`src/rtl/sprite_line_scheduler_if.sv`:
```
// Bus bundle between the sprite line scheduler (master) and its line controller,
// attribute RAM and slot table (slave side).
interface sprite_line_scheduler_if;
  logic        line_start;
  logic [10:0] next_row;
  logic        attr_rd;
  logic [5:0]  attr_addr;
  logic [31:0] attr_data;
  logic        slot_wr;
  logic [2:0]  slot_idx;
  logic [11:0] slot_x;
  logic [5:0]  slot_pat;
  logic [1:0]  slot_pal;
  logic [3:0]  slot_row;
  logic [3:0]  slot_count;
  logic        overflow;
  logic        busy;
  logic        done;

  modport master (
    input  line_start, next_row, attr_data,
    output attr_rd, attr_addr, slot_wr, slot_idx, slot_x, slot_pat, slot_pal,
           slot_row, slot_count, overflow, busy, done
  );

  modport slave (
    output line_start, next_row, attr_data,
    input  attr_rd, attr_addr, slot_wr, slot_idx, slot_x, slot_pat, slot_pal,
           slot_row, slot_count, overflow, busy, done
  );
endinterface

```
`src/rtl/sprite_line_scheduler.sv`:
```
// Scans the sprite attribute table once per display line and writes up to
// MAX_PER_LINE sprites that cover the next row into the slot table.
//
// state | meaning
// IDLE  | waiting for line_start, results of last line held
// SCAN  | issuing attribute reads 0..N_SPRITES-1, evaluating previous read
// DRAIN | no read issued, evaluating the last returned entry
// DONE  | one-cycle done pulse, results final
module sprite_line_scheduler #(
  parameter int N_SPRITES    = 64,
  parameter int MAX_PER_LINE = 8,
  parameter int SPRITE_H     = 16
) (
  input logic                       clock,
  input logic                       reset,
  sprite_line_scheduler_if.master   bus
);

  typedef enum logic [1:0] {IDLE, SCAN, DRAIN, DONE} state_t;

  localparam logic [5:0] LAST_IDX = 6'(N_SPRITES - 1);

  state_t      state_q;
  logic [10:0] row_q;
  logic [5:0]  idx_q;
  logic [3:0]  cnt_q;
  logic        ovf_q;
  logic        rd_q;
  logic        eval_q;
  logic        busy_q;
  logic        done_q;

  logic [11:0] diff_d;
  logic        hit_d;
  logic        room_d;
  logic        slot_wr_d;
  logic        ovf_hit_d;

  // eval_q marks that attr_data this cycle belongs to the current scan
  assign diff_d    = {1'b0, row_q} - {1'b0, bus.attr_data[10:0]};
  assign hit_d     = eval_q && bus.attr_data[31] && !diff_d[11] &&
                     (diff_d < 12'(SPRITE_H));
  assign room_d    = cnt_q < 4'(MAX_PER_LINE);
  assign slot_wr_d = hit_d && room_d && !bus.line_start;
  assign ovf_hit_d = hit_d && !room_d && !bus.line_start;

  always_ff @(posedge clock or negedge reset) begin
    if (!reset) begin
      state_q <= IDLE;
      row_q   <= '0;
      idx_q   <= '0;
      cnt_q   <= '0;
      ovf_q   <= 1'b0;
      rd_q    <= 1'b0;
      eval_q  <= 1'b0;
      busy_q  <= 1'b0;
      done_q  <= 1'b0;
    end else if (bus.line_start) begin
      state_q <= SCAN;
      row_q   <= bus.next_row;
      idx_q   <= '0;
      cnt_q   <= '0;
      ovf_q   <= 1'b0;
      rd_q    <= 1'b1;
      eval_q  <= 1'b0;
      busy_q  <= 1'b1;
      done_q  <= 1'b0;
    end else begin
      done_q <= 1'b0;
      unique case (state_q)
        IDLE: state_q <= IDLE;
        SCAN: begin
          idx_q  <= idx_q + 6'd1;
          eval_q <= 1'b1;
          if (slot_wr_d) cnt_q <= cnt_q + 4'd1;
          if (ovf_hit_d) begin
            ovf_q   <= 1'b1;
            state_q <= DONE;
            rd_q    <= 1'b0;
            eval_q  <= 1'b0;
            busy_q  <= 1'b0;
            done_q  <= 1'b1;
          end else if (idx_q == LAST_IDX) begin
            state_q <= DRAIN;
            rd_q    <= 1'b0;
          end
        end
        DRAIN: begin
          eval_q  <= 1'b0;
          if (slot_wr_d) cnt_q <= cnt_q + 4'd1;
          if (ovf_hit_d) ovf_q <= 1'b1;
          state_q <= DONE;
          busy_q  <= 1'b0;
          done_q  <= 1'b1;
        end
        DONE:    state_q <= IDLE;
        default: state_q <= IDLE;
      endcase
    end
  end

  assign bus.attr_rd    = rd_q;
  assign bus.attr_addr  = rd_q ? idx_q : '0;
  assign bus.slot_wr    = slot_wr_d;
  assign bus.slot_idx   = slot_wr_d ? cnt_q[2:0] : '0;
  assign bus.slot_x     = slot_wr_d ? bus.attr_data[24:13] : '0;
  assign bus.slot_pat   = slot_wr_d ? bus.attr_data[30:25] : '0;
  assign bus.slot_pal   = slot_wr_d ? bus.attr_data[12:11] : '0;
  assign bus.slot_row   = slot_wr_d ? diff_d[3:0] : '0;
  assign bus.slot_count = cnt_q;
  assign bus.overflow   = ovf_q;
  assign bus.busy       = busy_q;
  assign bus.done       = done_q;

endmodule

```
`src/flat_wrapper.sv`:
```
// flat-port wrapper written by rule: the top's interface ports become plain ports
module sprite_line_scheduler_flat 
#(
  parameter int N_SPRITES    = 64,
  parameter int MAX_PER_LINE = 8,
  parameter int SPRITE_H     = 16
)
  (clock, reset, bus_line_start, bus_next_row, bus_attr_data, bus_attr_rd, bus_attr_addr, bus_slot_wr, bus_slot_idx, bus_slot_x, bus_slot_pat, bus_slot_pal, bus_slot_row, bus_slot_count, bus_overflow, bus_busy, bus_done);
  sprite_line_scheduler_if bus_i ();
  input logic clock;
  input logic reset;
  input wire logic [$bits(bus_i.line_start)-1:0] bus_line_start;
  input wire logic [$bits(bus_i.next_row)-1:0] bus_next_row;
  input wire logic [$bits(bus_i.attr_data)-1:0] bus_attr_data;
  output wire logic [$bits(bus_i.attr_rd)-1:0] bus_attr_rd;
  output wire logic [$bits(bus_i.attr_addr)-1:0] bus_attr_addr;
  output wire logic [$bits(bus_i.slot_wr)-1:0] bus_slot_wr;
  output wire logic [$bits(bus_i.slot_idx)-1:0] bus_slot_idx;
  output wire logic [$bits(bus_i.slot_x)-1:0] bus_slot_x;
  output wire logic [$bits(bus_i.slot_pat)-1:0] bus_slot_pat;
  output wire logic [$bits(bus_i.slot_pal)-1:0] bus_slot_pal;
  output wire logic [$bits(bus_i.slot_row)-1:0] bus_slot_row;
  output wire logic [$bits(bus_i.slot_count)-1:0] bus_slot_count;
  output wire logic [$bits(bus_i.overflow)-1:0] bus_overflow;
  output wire logic [$bits(bus_i.busy)-1:0] bus_busy;
  output wire logic [$bits(bus_i.done)-1:0] bus_done;
  assign bus_i.line_start = bus_line_start;
  assign bus_i.next_row = bus_next_row;
  assign bus_i.attr_data = bus_attr_data;
  assign bus_attr_rd = bus_i.attr_rd;
  assign bus_attr_addr = bus_i.attr_addr;
  assign bus_slot_wr = bus_i.slot_wr;
  assign bus_slot_idx = bus_i.slot_idx;
  assign bus_slot_x = bus_i.slot_x;
  assign bus_slot_pat = bus_i.slot_pat;
  assign bus_slot_pal = bus_i.slot_pal;
  assign bus_slot_row = bus_i.slot_row;
  assign bus_slot_count = bus_i.slot_count;
  assign bus_overflow = bus_i.overflow;
  assign bus_busy = bus_i.busy;
  assign bus_done = bus_i.done;
  sprite_line_scheduler #(.N_SPRITES(N_SPRITES), .MAX_PER_LINE(MAX_PER_LINE), .SPRITE_H(SPRITE_H)) u_core (.clock(clock), .reset(reset), .bus(bus_i));
endmodule
```
`config.mk`:
```
export PLATFORM = sky130hd
export DESIGN_NAME = sprite_line_scheduler_flat
export DESIGN_NICKNAME = d
export VERILOG_FILES = /design/src/rtl/sprite_line_scheduler_if.sv /design/src/rtl/sprite_line_scheduler.sv /design/src/flat_wrapper.sv
export SDC_FILE = /design/constraint.sdc
export NUM_CORES = 1
export LEC_CHECK = 0
export CORE_MARGIN = 10
export CORE_UTILIZATION = 44
export CTS_BUF_LIST = sky130_fd_sc_hd__clkbuf_2 sky130_fd_sc_hd__clkbuf_4 sky130_fd_sc_hd__clkbuf_8
export CTS_CLUSTER_DIAMETER = 40
export CTS_CLUSTER_SIZE = 28
export DETAILED_ROUTE_END_ITERATION = 12
export PLACE_DENSITY = 0.91
export SLEW_MARGIN = 20
export SYNTH_ARGS = -nofsm -noshare
export SYNTH_HDL_FRONTEND = slang
export SYNTH_SLANG_ARGS = --single-unit
```
`constraint.sdc`:
```
create_clock -name clock -period 4.7 [get_ports clock]
set_clock_uncertainty 0.05 [all_clocks]
set_input_delay 0.705 -clock clock [delete_from_list [all_inputs] [get_ports clock]]
set_output_delay 0.705 -clock clock [all_outputs]
set_load 0.03 [all_outputs]
```
==> results of run 1 <==
==> per-stage QoR <==
stage	total power [mW]	setup slack, ns	hold slack (ns)	std cells
3_5_place_dp	0.660	0.0410	0.455	367
2_1_floorplan	0.535	0.513	0.359	226
3_3_place_gp	0.649	0.100	0.442	367
4_1_cts	0.858	0.0106	0.478	371
5_1_grt	0.924	-0.0238	0.499	377
6_report	0.863	0.0750	0.475	377
==> what timing repair did <==
item / CTS / global route
gates resized for setup: 0 / 47
buffers inserted: 0 / 4
endpoints found under the setup margin: 0 / 28
==> synthesized netlist by cell type, types with 3 or more instances <==
library cell	instances
and2_1	30
dfrtp_1	28
inv_1	16
ha_1	15
nor2_1	13
mux2_2	12
o21ai_0	11
nand2_1	10
a21oi_1	9
xor2_1	6
a31oi_1	4
and2_2	4
nand3_1	4
nor3_1	4
and3_1	3
buf_1	3
nand4_1	3
o211ai_1	3
or3_1	3
xnor2_1	3
==> power by group through the flow <==
| stage | registers [mW] | logic (mW) | clock network [mW] |
|---|---|---|---|
| detailed placement | 0.306 | 0.354 | 0 |
| finish | 0.301 | 0.367 | 0.195 |
| floorplan | 0.308 | 0.227 | 0 |
| global route | 0.306 | 0.406 | 0.212 |
| global placement | 0.303 | 0.346 | 0 |
| CTS | 0.301 | 0.359 | 0.199 |
==> per-layer routing <==
| layer | share of wire (%) | GRT usage (%) | vias to the layer above |
|---|---|---|---|
| met5 | 0 | 0 | - |
| met4 | 0.93 | 4.48 | 0 |
| met3 | 10 | 4.28 | 5 |
| met2 | 46 | 23.3 | 88 |
| met1 | 43 | 18.6 | 956 |
| li1 | - | - | 995 |
==> worst paths after layout <==
check / startpoint / endpoint / slack [ns] / depth (start not counted)
worst min register to register: u_core.eval_q / u_core.eval_q / 0.48 / 1
worst max-delay path: bus_attr_data[5] / bus_slot_row[3] / 0.08 / 12
min in group asynchronous: reset / u_core.bus.slot_count[1] / 0.74 / 2
worst max register to register: u_core.row_q[0] / u_core.state_q[1] / 1.34 / 12
max in group asynchronous: reset / u_core.idx_q[4] / 3.60 / 2
worst min-delay path: u_core.eval_q / u_core.eval_q / 0.48 / 1
==> cell type report <==
cell class / count / area [sq um]
multi-input cells: 175 / 1350
clock inverters: 1 / 30.0
well taps: 54 / 67.6
flip-flops and latches: 28 / 701
fillers: 344 / 1390
repair buffers: 100 / 1020
inverters: 16 / 60.1
clock buffers: 3 / 41.3
==> registers in the layout, summed over array words and instances (netlist names) <==
signal / cells
u_core.bus.attr_rd: 1
u_core.bus.busy: 1
u_core.bus.done: 1
u_core.bus.overflow: 1
u_core.bus.slot_count: 4
u_core.eval_q: 1
u_core.idx_q: 6
u_core.row_q: 11
u_core.state_q: 2
==> cell families after synthesis <==
kind of cell,Yosys count,synth area share (%)
simple gates,88,24.9
compound gates,48,15.8
flops,28,33.4
buf+inv,23,4.89
fa+ha+maj,16,9.89
mux,14,7.39
xor+xnor,9,3.75
==> cells in the final DEF, fill, tap and decap left out, types with 2 or more instances in the layout <==
cell,n
a211oi_1,2
a21o_1,2
a21oi_1,9
a31oi_1,4
and2_1,18
and2_2,4
and2_4,12
and3_1,3
buf_12,2
buf_4,14
buf_6,25
clkbuf_8,3
clkdlybuf4s50_1,58
dfrtp_1,28
ha_1,14
inv_1,15
mux2_2,12
mux2i_1,2
nand2_1,10
nand2b_1,2
nand3_1,4
nand3b_1,2
nand4_1,3
nor2_1,13
nor3_1,4
nor4_1,2
o211a_1,2
o211ai_1,3
o21a_1,2
o21ai_0,11
o21ba_2,2
o21bai_1,2
or3_1,3
or3b_2,2
xnor2_1,3
xor2_1,6
==> results.yml, run 1 <==
status:
  status: "completed"
power:
  clkPwrFrac_pct: 22.6
  p_per_area_nw_per_um2: 264
  switching_share_pct: 34.6
  comb_power_share_pct: 42.5
  p_seq_share_pct: 34.9
  max-vdd-ir-drop_uv: 213
  p_sw_mw: 0.299
  internal_power_mw: 0.564
  p_leak_nw: 1.48
logic_synthesis:
  yosysWarnings: 0
  postSynthAreaPerCell_sq_um: 9.29
  yosysTopAreaCellShare_pct: 33.4
  synth-seq-area-share_pct: 33.4
  async_flop_share_pct: 100
  synth_ff_type: "dfrtp_1"
  synthCells: 226
  synth_nets: 288
  synthTopCellsByArea: "dfrtp_1 33%, and2_1 8.9%, ha_1 8.9%, mux2_2 6.4%, inv_1 2.9%"
  yosys.area.top_type: "dfrtp_1"
  synthesis.area_sq_um: 2100
  synth-seq-cells: 28
  synth.distinct_cells: 49
  synth_edf_count: 0
routing:
  drc_errors: 0
  routed_wl_mm: 6.43
  firstDrtPassIters: 4
  wl_per_cell_microns: 17.1
  drt-vias-per-instance: 5.42
  vias: 2044
  drt-initial-drc-count: 121
  drtAntennaViolNets: 0
sta:
  setup_viol: 0
  tns_ns: 0
  min_period_ns: 4.62
  tightest_slew_ns: 0.469
  report.final.slew_viol_count: 0
  finalHoldViolations: 0
  relSlewSlack_pct: 68.7
  post-route-period-util_pct: 98.4
  timing.fmax_ghz: 0.216
clock_tree:
  postCtsHoldBufs: 0
  clock_path_buffers: 2
  cts_root_buffer: "clkbuf_8"
  htreeDepth: 1
  cts_tree: "yes"
  cts_buffers: 3
  clkLatencyLatePin_ns: 0.28
  clkTransAtPathRegs_ns: 0.10
  cts.sinks: 28
final_layout:
  diodes: 0
  final_cell_area_sq_um: 3270
  area_growth_pct: 55.8
  layout-drive-gt1-share_pct: 27.9
  fin_util_pct: 70.2
  nNetsFinal: 386
setup_path:
  crit_family: "simple AND/OR/NAND/NOR gates"
  cp.buffers_inverters: 5
  path_common_cell: "buf_4"
  critPathMaxFanout: 7
  critPathLaunchType: "primary input"
  cp_slowest_cell: "or4_1"
  cp.required_ns: 3.94
  crit_path_end_kind: "primary output"
  crit_path_cell_trace: "clkdlybuf4s50_1 -> inv_1 -> ha_1 -> or4_1 -> o211ai_2 -> xnor2_1 -> or4_4 -> nor4b_4 -> buf_4 -> buf_6 -> and2_1 -> buf_4"
  cp.arrival_ns: 3.87
  crit_path_max_incr_delay_ns: 0.59
  critPathKind: "in -> out"
floorplanning:
  die_h_microns: 89.1
  core_sq_um: 4660
  io_pins: 88
  die_area_sq_um: 7930
  die_w_microns: 89.1
  start_util_pct: 45.0
  rows: 25
placed_design:
  post_dp_cell_area_sq_um: 3000
  dpl.hpwl_mm: 4.72
  portBuffers: 87
  gp_congestion: 0.842
hold_path:
  hold_class: "reg -> reg"
global_routing:
  grt_use_total_pct: 14.6
  grt_max_degree: 31
  antenna_found_initial: 0
  grt_pass1_vias: 1950
  gr-total-overflow: 0
  grt_pass1_wl_mm: 9.40
run:
  maxCapViolCount: 0
Note: power is estimated with default switching activity, not from simulation.
==> run 2: changes to the inputs <==
--- a/config.mk
+++ b/config.mk
@@ -11,6 +11,7 @@
 export CTS_CLUSTER_DIAMETER = 40
 export CTS_CLUSTER_SIZE = 28
 export DETAILED_ROUTE_END_ITERATION = 12
+export GPL_TIMING_DRIVEN = 0
 export PLACE_DENSITY = 0.91
 export SLEW_MARGIN = 20
 export SYNTH_ARGS = -nofsm -noshare
==> constraint.sdc (replaced) <==
create_clock -name clock -period 4.6 [get_ports clock]
set_clock_uncertainty 0.05 [all_clocks]
set_input_delay 0.69 -clock clock [delete_from_list [all_inputs] [get_ports clock]]
set_output_delay 0.69 -clock clock [all_outputs]
set_load 0.03 [all_outputs]
==> run 2 against run 1 <==
Net effect: critical path depth is 1 higher; die area stayed put; sequential share of layout area is 0.96 points higher; setup slack better by 0.041 ns; non-clock buffer count is 2 higher; via count hardly changed; core utilization is 3.0 points lower; clock power is 32% lower; clock-buffer cell count stayed put.
==> results.yml, run 2 (synthesis results as in run 1) <==
final_layout:
  diodes: 0
  regMostFlops: "u_core.row_q"
  largest_reg_flops: 11
  final_common_cell: "clkdlybuf4s50_1"
  final_cell_mix: "57 x clkdlybuf4s50_1, 29 x and2_1, 28 x dfrtp_1, 21 x buf_4, 16 x inv_1"
  area_growth_pct: 49.1
  final_cell_area_sq_um: 3130
  layout-drive-gt1-share_pct: 23.1
  nNetsFinal: 388
routing:
  firstDrtPassIters: 4
  drc_errors: 0
  wl_per_cell_microns: 16.2
  routed_wl_mm: 6.14
  drt-initial-drc-count: 89
  drt-vias-per-instance: 5.40
  vias: 2043
  drtAntennaViolNets: 0
clock_tree:
  cts_root_buffer: "clkbuf_8"
  clkLatencyLatePin_ns: 0.27
  clock_path_buffers: 2
  cts.sinks: 28
  postCtsHoldBufs: 0
  cts_buffers: 3
  clkTransAtPathRegs_ns: 0.09
  htreeDepth: 1
  cts_tree: "yes"
global_routing:
  grt_pass1_wl_mm: 9.63
  antenna_found_initial: 0
  grt_use_total_pct: 14.9
  grt_max_degree: 29
  grt_pass1_vias: 2046
  gr-total-overflow: 0
power:
  finalPower_mw: 0.812
  p_per_area_nw_per_um2: 259
  p_leak_nw: 1.42
  max-vdd-ir-drop_uv: 212
setup_path:
  cp.required_ns: 3.86
  crit_path_cell_trace: "clkdlybuf4s50_1 -> inv_1 -> ha_1 -> clkbuf_4 -> a211o_2 -> a221oi_2 -> o2111ai_2 -> or4_4 -> nor4b_4 -> buf_6 -> buf_4 -> and2_1 -> buf_4"
  crit_family: "buffers and inverters"
  critPathMaxFanout: 10
  path_common_cell: "buf_4"
  critPathKind: "in -> out"
  cp.buffers_inverters: 6
  cp_num_cells: 13
  cp.arrival_ns: 3.74
  reg2reg_depth: 12
  critPathLaunchType: "primary input"
  crit_path_end_kind: "primary output"
  cp_slowest_cell: "or4_4"
  crit_path_max_incr_delay_ns: 0.53
sta:
  relSlewSlack_pct: 50.5
  holdWs_ns: 0.380
  min_period_ns: 4.48
  report.final.slew_viol_count: 0
  setup_viol: 0
  tns_ns: 0
  tightest_slew_ns: 0.735
  finalHoldViolations: 0
  post-route-period-util_pct: 97.5
  rsz0062_at_grt: "false"
  timing.fmax_ghz: 0.223
status:
  status: "completed"
run:
  maxCapViolCount: 0
placed_design:
  portBuffers: 87
  dpl.hpwl_mm: 4.79
  post_dp_cell_area_sq_um: 3030
  gp_congestion: 0.876
floorplanning:
  die_w_microns: 89.1
  io_pins: 88
  die_area_sq_um: 7930
  die_h_microns: 89.1
  core_sq_um: 4660
  start_util_pct: 45.0
  rows: 25
hold_path:
  hold_class: "in -> async"
-- run 2: cell count changes in the layout (fill, tap and decap cells not counted), moves of 2 or more --
| cell | delta |
|---|---|
| and2_1 | +11 |
| and2_4 | -11 |
| buf_1 | +3 |
| buf_12 | -2 |
| buf_6 | -11 |
| buf_2 | +4 |
| buf_4 | +7 |
-- run 2: worst register-to-register path, delay by kind of cell, from the launching register on --
kind / cells / cell delay (ns)
adder cells (fa/ha/maj): 2 / 0.59
AO/OA/AOI/OAI: 3 / 0.59
multiplexers: 1 / 0.30
flip-flops: 1 / 0.37
XOR/XNOR: 1 / 0.19
buffers and inverters: 3 / 0.31
AND/OR/NAND/NOR: 2 / 0.80
-- run 2: where the power goes --
group	leakage [nW]	internal, mW	switching [mW]	total (mW)
sequential	0.350	0.279	0.0297	0.309
combinational	1.05	0.176	0.193	0.369
clock	0.0216	0.0588	0.0745	0.133
total	1.42	0.514	0.297	0.812
-- run 2: worst paths after layout --
kind                                  startpoint                       end  slack (ns)
worst max-delay path            bus_attr_data[6]           bus_slot_pal[0]        0.12
worst min-delay path                       reset  u_core.bus.slot_count[1]        0.38
worst max register to register   u_core.row_q[0]  u_core.bus.slot_count[2]        1.30
worst min register to register     u_core.eval_q             u_core.eval_q        0.47
max in group asynchronous                  reset  u_core.bus.slot_count[2]        3.71
min in group clock                 u_core.eval_q             u_core.eval_q        0.47
-- run 2: repair_timing --
item | 4_1_cts | 5_1_grt
pin swaps | 5 | 5
endpoints found under the setup margin | 28 | 26
setup buffers | 7 | 0
gates resized for setup | 179 | 6
gates cloned | 1 | 0
-- run 2: per-stage QoR --
stage / setup WS [ns] / util [%] / instances
final: 0.116 / 67.2 / 378
after global routing: 0.0300 / 67.2 / 378
after CTS: 0.0367 / 66.6 / 378
after detailed placement: -0.868 / 65.1 / 367
after global placement: -0.847 / 65.2 / 367
after floorplan: 0.443 / - / 226
-- run 2: area by class of cell --
| type | count | area [sq um] |
|---|---|---|
| clock buffer | 3 | 41.3 |
| timing repair buffer | 95 | 892 |
| fill | 385 | 1530 |
| buffer | 7 | 45.0 |
| tap | 54 | 67.6 |
| multi-input combinational | 175 | 1320 |
| inverter | 16 | 60.1 |
| sequential | 28 | 701 |
-- run 2: routing by layer --
| layer | up-vias | wire, microns | GRT usage, % |
|---|---|---|---|
| met1 | 960 | 2670 | 18.2 |
| met4 | 0 | 27 | 2.17 |
| met3 | 4 | 597 | 3.65 |
| li1 | 993 | - | - |
| met5 | - | 0 | 0 |
| met2 | 86 | 2850 | 26.2 |
==> run 3: changes to the inputs <==
--- a/config.mk
+++ b/config.mk
@@ -6,13 +6,13 @@
 export NUM_CORES = 1
 export LEC_CHECK = 0
 export CORE_MARGIN = 10
-export CORE_UTILIZATION = 44
-export CTS_BUF_LIST = sky130_fd_sc_hd__clkbuf_2 sky130_fd_sc_hd__clkbuf_4 sky130_fd_sc_hd__clkbuf_8
+export CORE_UTILIZATION = 43
+export CTS_BUF_LIST = sky130_fd_sc_hd__clkbuf_8 sky130_fd_sc_hd__clkbuf_16
 export CTS_CLUSTER_DIAMETER = 40
 export CTS_CLUSTER_SIZE = 28
 export DETAILED_ROUTE_END_ITERATION = 12
 export GPL_TIMING_DRIVEN = 0
-export PLACE_DENSITY = 0.91
+export PLACE_DENSITY = 0.9
 export SLEW_MARGIN = 20
 export SYNTH_ARGS = -nofsm -noshare
 export SYNTH_HDL_FRONTEND = slang
==> run 3 against run 2 <==
Net effect: clock power up 49%; cell count up 3.2%; first-iteration DRC count up 15%; register-to-register slack about the same; critical path depth up 1; non-clock buffer count down 2; combinational power up 2%; cell area up 1.8%; fmax about the same; via count down 0.78%; setup slack better by 0.0015 ns; wire length up 0.21%.
==> results.yml, run 3 (synthesis results as in run 1) <==
run:
  maxCapViolCount: 0
placed_design:
  dp.cells: 380
  post_dp_cell_area_sq_um: 3050
  portBuffers: 87
  dpl.hpwl_mm: 4.68
  gp_congestion: 0.888
global_routing:
  grt_use_total_pct: 14.8
  grt_pass1_wl_mm: 10.3
  antenna_found_initial: 0
  grt_max_degree: 29
  grt_pass1_vias: 2128
  gr-total-overflow: 0
sta:
  min_period_ns: 4.48
  post-route-period-util_pct: 97.4
  setup_viol: 0
  tightest_slew_ns: 0.778
  relSlewSlack_pct: 47.6
  report.final.slew_viol_count: 0
  finalHoldViolations: 0
  timing.fmax_ghz: 0.223
final_layout:
  multi_input_area_sq_um: 1360
  final_common_cell: "clkdlybuf4s50_1"
  fin_util_pct: 67.5
  instances_no_fill: 390
  regMostFlops: "u_core.row_q"
  layout.area.seq_sq_um: 701
  final_cell_mix: "56 x clkdlybuf4s50_1, 28 x and2_1, 28 x dfrtp_1, 15 x inv_1, 15 x buf_6"
  area_growth_pct: 51.8
  fill_cells: 378
  layout-drive-gt1-share_pct: 25.1
  diodes: 0
  final_cell_area_sq_um: 3190
  largest_reg_flops: 11
  nNetsFinal: 386
floorplanning:
  die_area_sq_um: 8080
  core_sq_um: 4720
  die_h_microns: 89.9
  rows: 25
  io_pins: 88
  die_w_microns: 89.9
  start_util_pct: 44.5
routing:
  drc_errors: 0
  drtAntennaViolNets: 0
  wl_per_cell_microns: 15.8
  drt-vias-per-instance: 5.20
  routed_wl_mm: 6.16
  firstDrtPassIters: 4
  vias: 2027
  drt-initial-drc-count: 102
clock_tree:
  cts_tree: "yes"
  clkLatencyLatePin_ns: 0.28
  cts_root_buffer: "clkbuf_8"
  clkTransAtPathRegs_ns: 0.10
  htreeDepth: 1
  cts.sinks: 28
  clock_path_buffers: 2
  cts_buffers: 3
setup_path:
  critPathLaunchType: "primary input"
  critPathMaxFanout: 10
  path_common_cell: "buf_6"
  cp.arrival_ns: 3.74
  cp.required_ns: 3.86
  crit_path_cell_trace: "clkdlybuf4s15_1 -> ha_2 -> inv_1 -> fa_2 -> a211oi_4 -> o21bai_1 -> xor2_1 -> o2111ai_2 -> or4_4 -> nor4b_4 -> buf_6 -> buf_6 -> and2_1 -> buf_6"
  crit_family: "simple AND/OR/NAND/NOR gates"
  crit_path_end_kind: "primary output"
  cp_slowest_cell: "or4_4"
  critPathKind: "in -> out"
  cp.buffers_inverters: 5
  crit_path_max_incr_delay_ns: 0.53
power:
  p_seq_share_pct: 35.0
  clkPwrFrac_pct: 22.4
  finalPower_mw: 0.883
  p_sw_mw: 0.306
  p_per_area_nw_per_um2: 277
  max-vdd-ir-drop_uv: 233
  comb_power_share_pct: 42.6
  switching_share_pct: 34.7
  p_leak_nw: 1.43
  internal_power_mw: 0.577
status:
  status: "completed"
hold_path:
  hold_class: "in -> async"
run 3: cell count changes in the layout (fill, tap and decap cells not counted), sizes merged:
cell	change
buf	-1
bufinv	+1
clkbuf	-1
clkdlybuf4s15	+1
clkdlybuf4s50	-1
run 3: stage by stage:
stage               worst slack [ns]  TNS [ns]  hold WS, ns
CTS                          0.00959         0        0.397
floorplan                      0.443         0        0.344
detailed placement            -0.864    -22.66        0.444
global route                 -0.0253    -0.143        0.412
finish                         0.118         0        0.368
global placement              -0.838    -21.88        0.444
run 3: worst paths after layout:
check,startpoint,end,slack (ns),cells past startpoint
min in group clock,u_core.bus.overflow,u_core.bus.overflow,0.46,1
setup / recovery,bus_attr_data[0],bus_slot_x[4],0.12,14
max in group asynchronous,reset,u_core.row_q[6],3.72,1
hold / removal,reset,u_core.bus.slot_count[0],0.37,1
setup reg to reg,u_core.row_q[0],u_core.state_q[1],1.29,12
hold reg to reg,u_core.bus.overflow,u_core.bus.overflow,0.46,1
run 3: power groups by stage:
stage | clock, mW | sequential, mW | combinational, mW
2_1_floorplan | 0 | 0.315 | 0.232
3_3_place_gp | 0 | 0.310 | 0.344
3_5_place_dp | 0 | 0.313 | 0.353
4_1_cts | 0.202 | 0.308 | 0.365
5_1_grt | 0.210 | 0.314 | 0.418
6_report | 0.198 | 0.309 | 0.376
run 3: routing by layer:
layer  wire (microns)  GRT usage, %  share of wire, %
met5                0             0                 0
met4               39          2.65              0.63
met3              393          3.74               6.4
met2             2860          25.6                46
met1             2860          18.2                46
run 3: repair_timing:
| item | in CTS | in global routing |
|---|---|---|
| setup buffers | 5 | 0 |
| resized for setup | 186 | 5 |
| setup endpoints to repair | 28 | 28 |
| cloned | 2 | 0 |
| hold buffers | 0 | 0 |
| pin swaps | 7 | 3 |
run 3: final cells by class:
| class | count | area share (%) |
|---|---|---|
| Clock inverter | 1 | 0.942 |
| Sequential cell | 28 | 22.0 |
| Clock buffer | 3 | 1.30 |
| Timing Repair Buffer | 94 | 27.5 |
| Buffer | 6 | 1.18 |
| Multi-Input combinational cell | 175 | 42.6 |
| Inverter | 16 | 1.88 |
| Tap cell | 67 | 2.63 |
run 3: worst register-to-register path, stage by stage (launching register included):
cell       delay, ns
dfrtp_1         0.37
inv_1           0.07
ha_2            0.17
inv_1           0.06
fa_2            0.42
a211oi_4        0.26
o21bai_1        0.16
xor2_1          0.22
o2111ai_2       0.18
or4_4           0.53
buf_4           0.17
o211ai_1        0.20
mux2_2          0.35
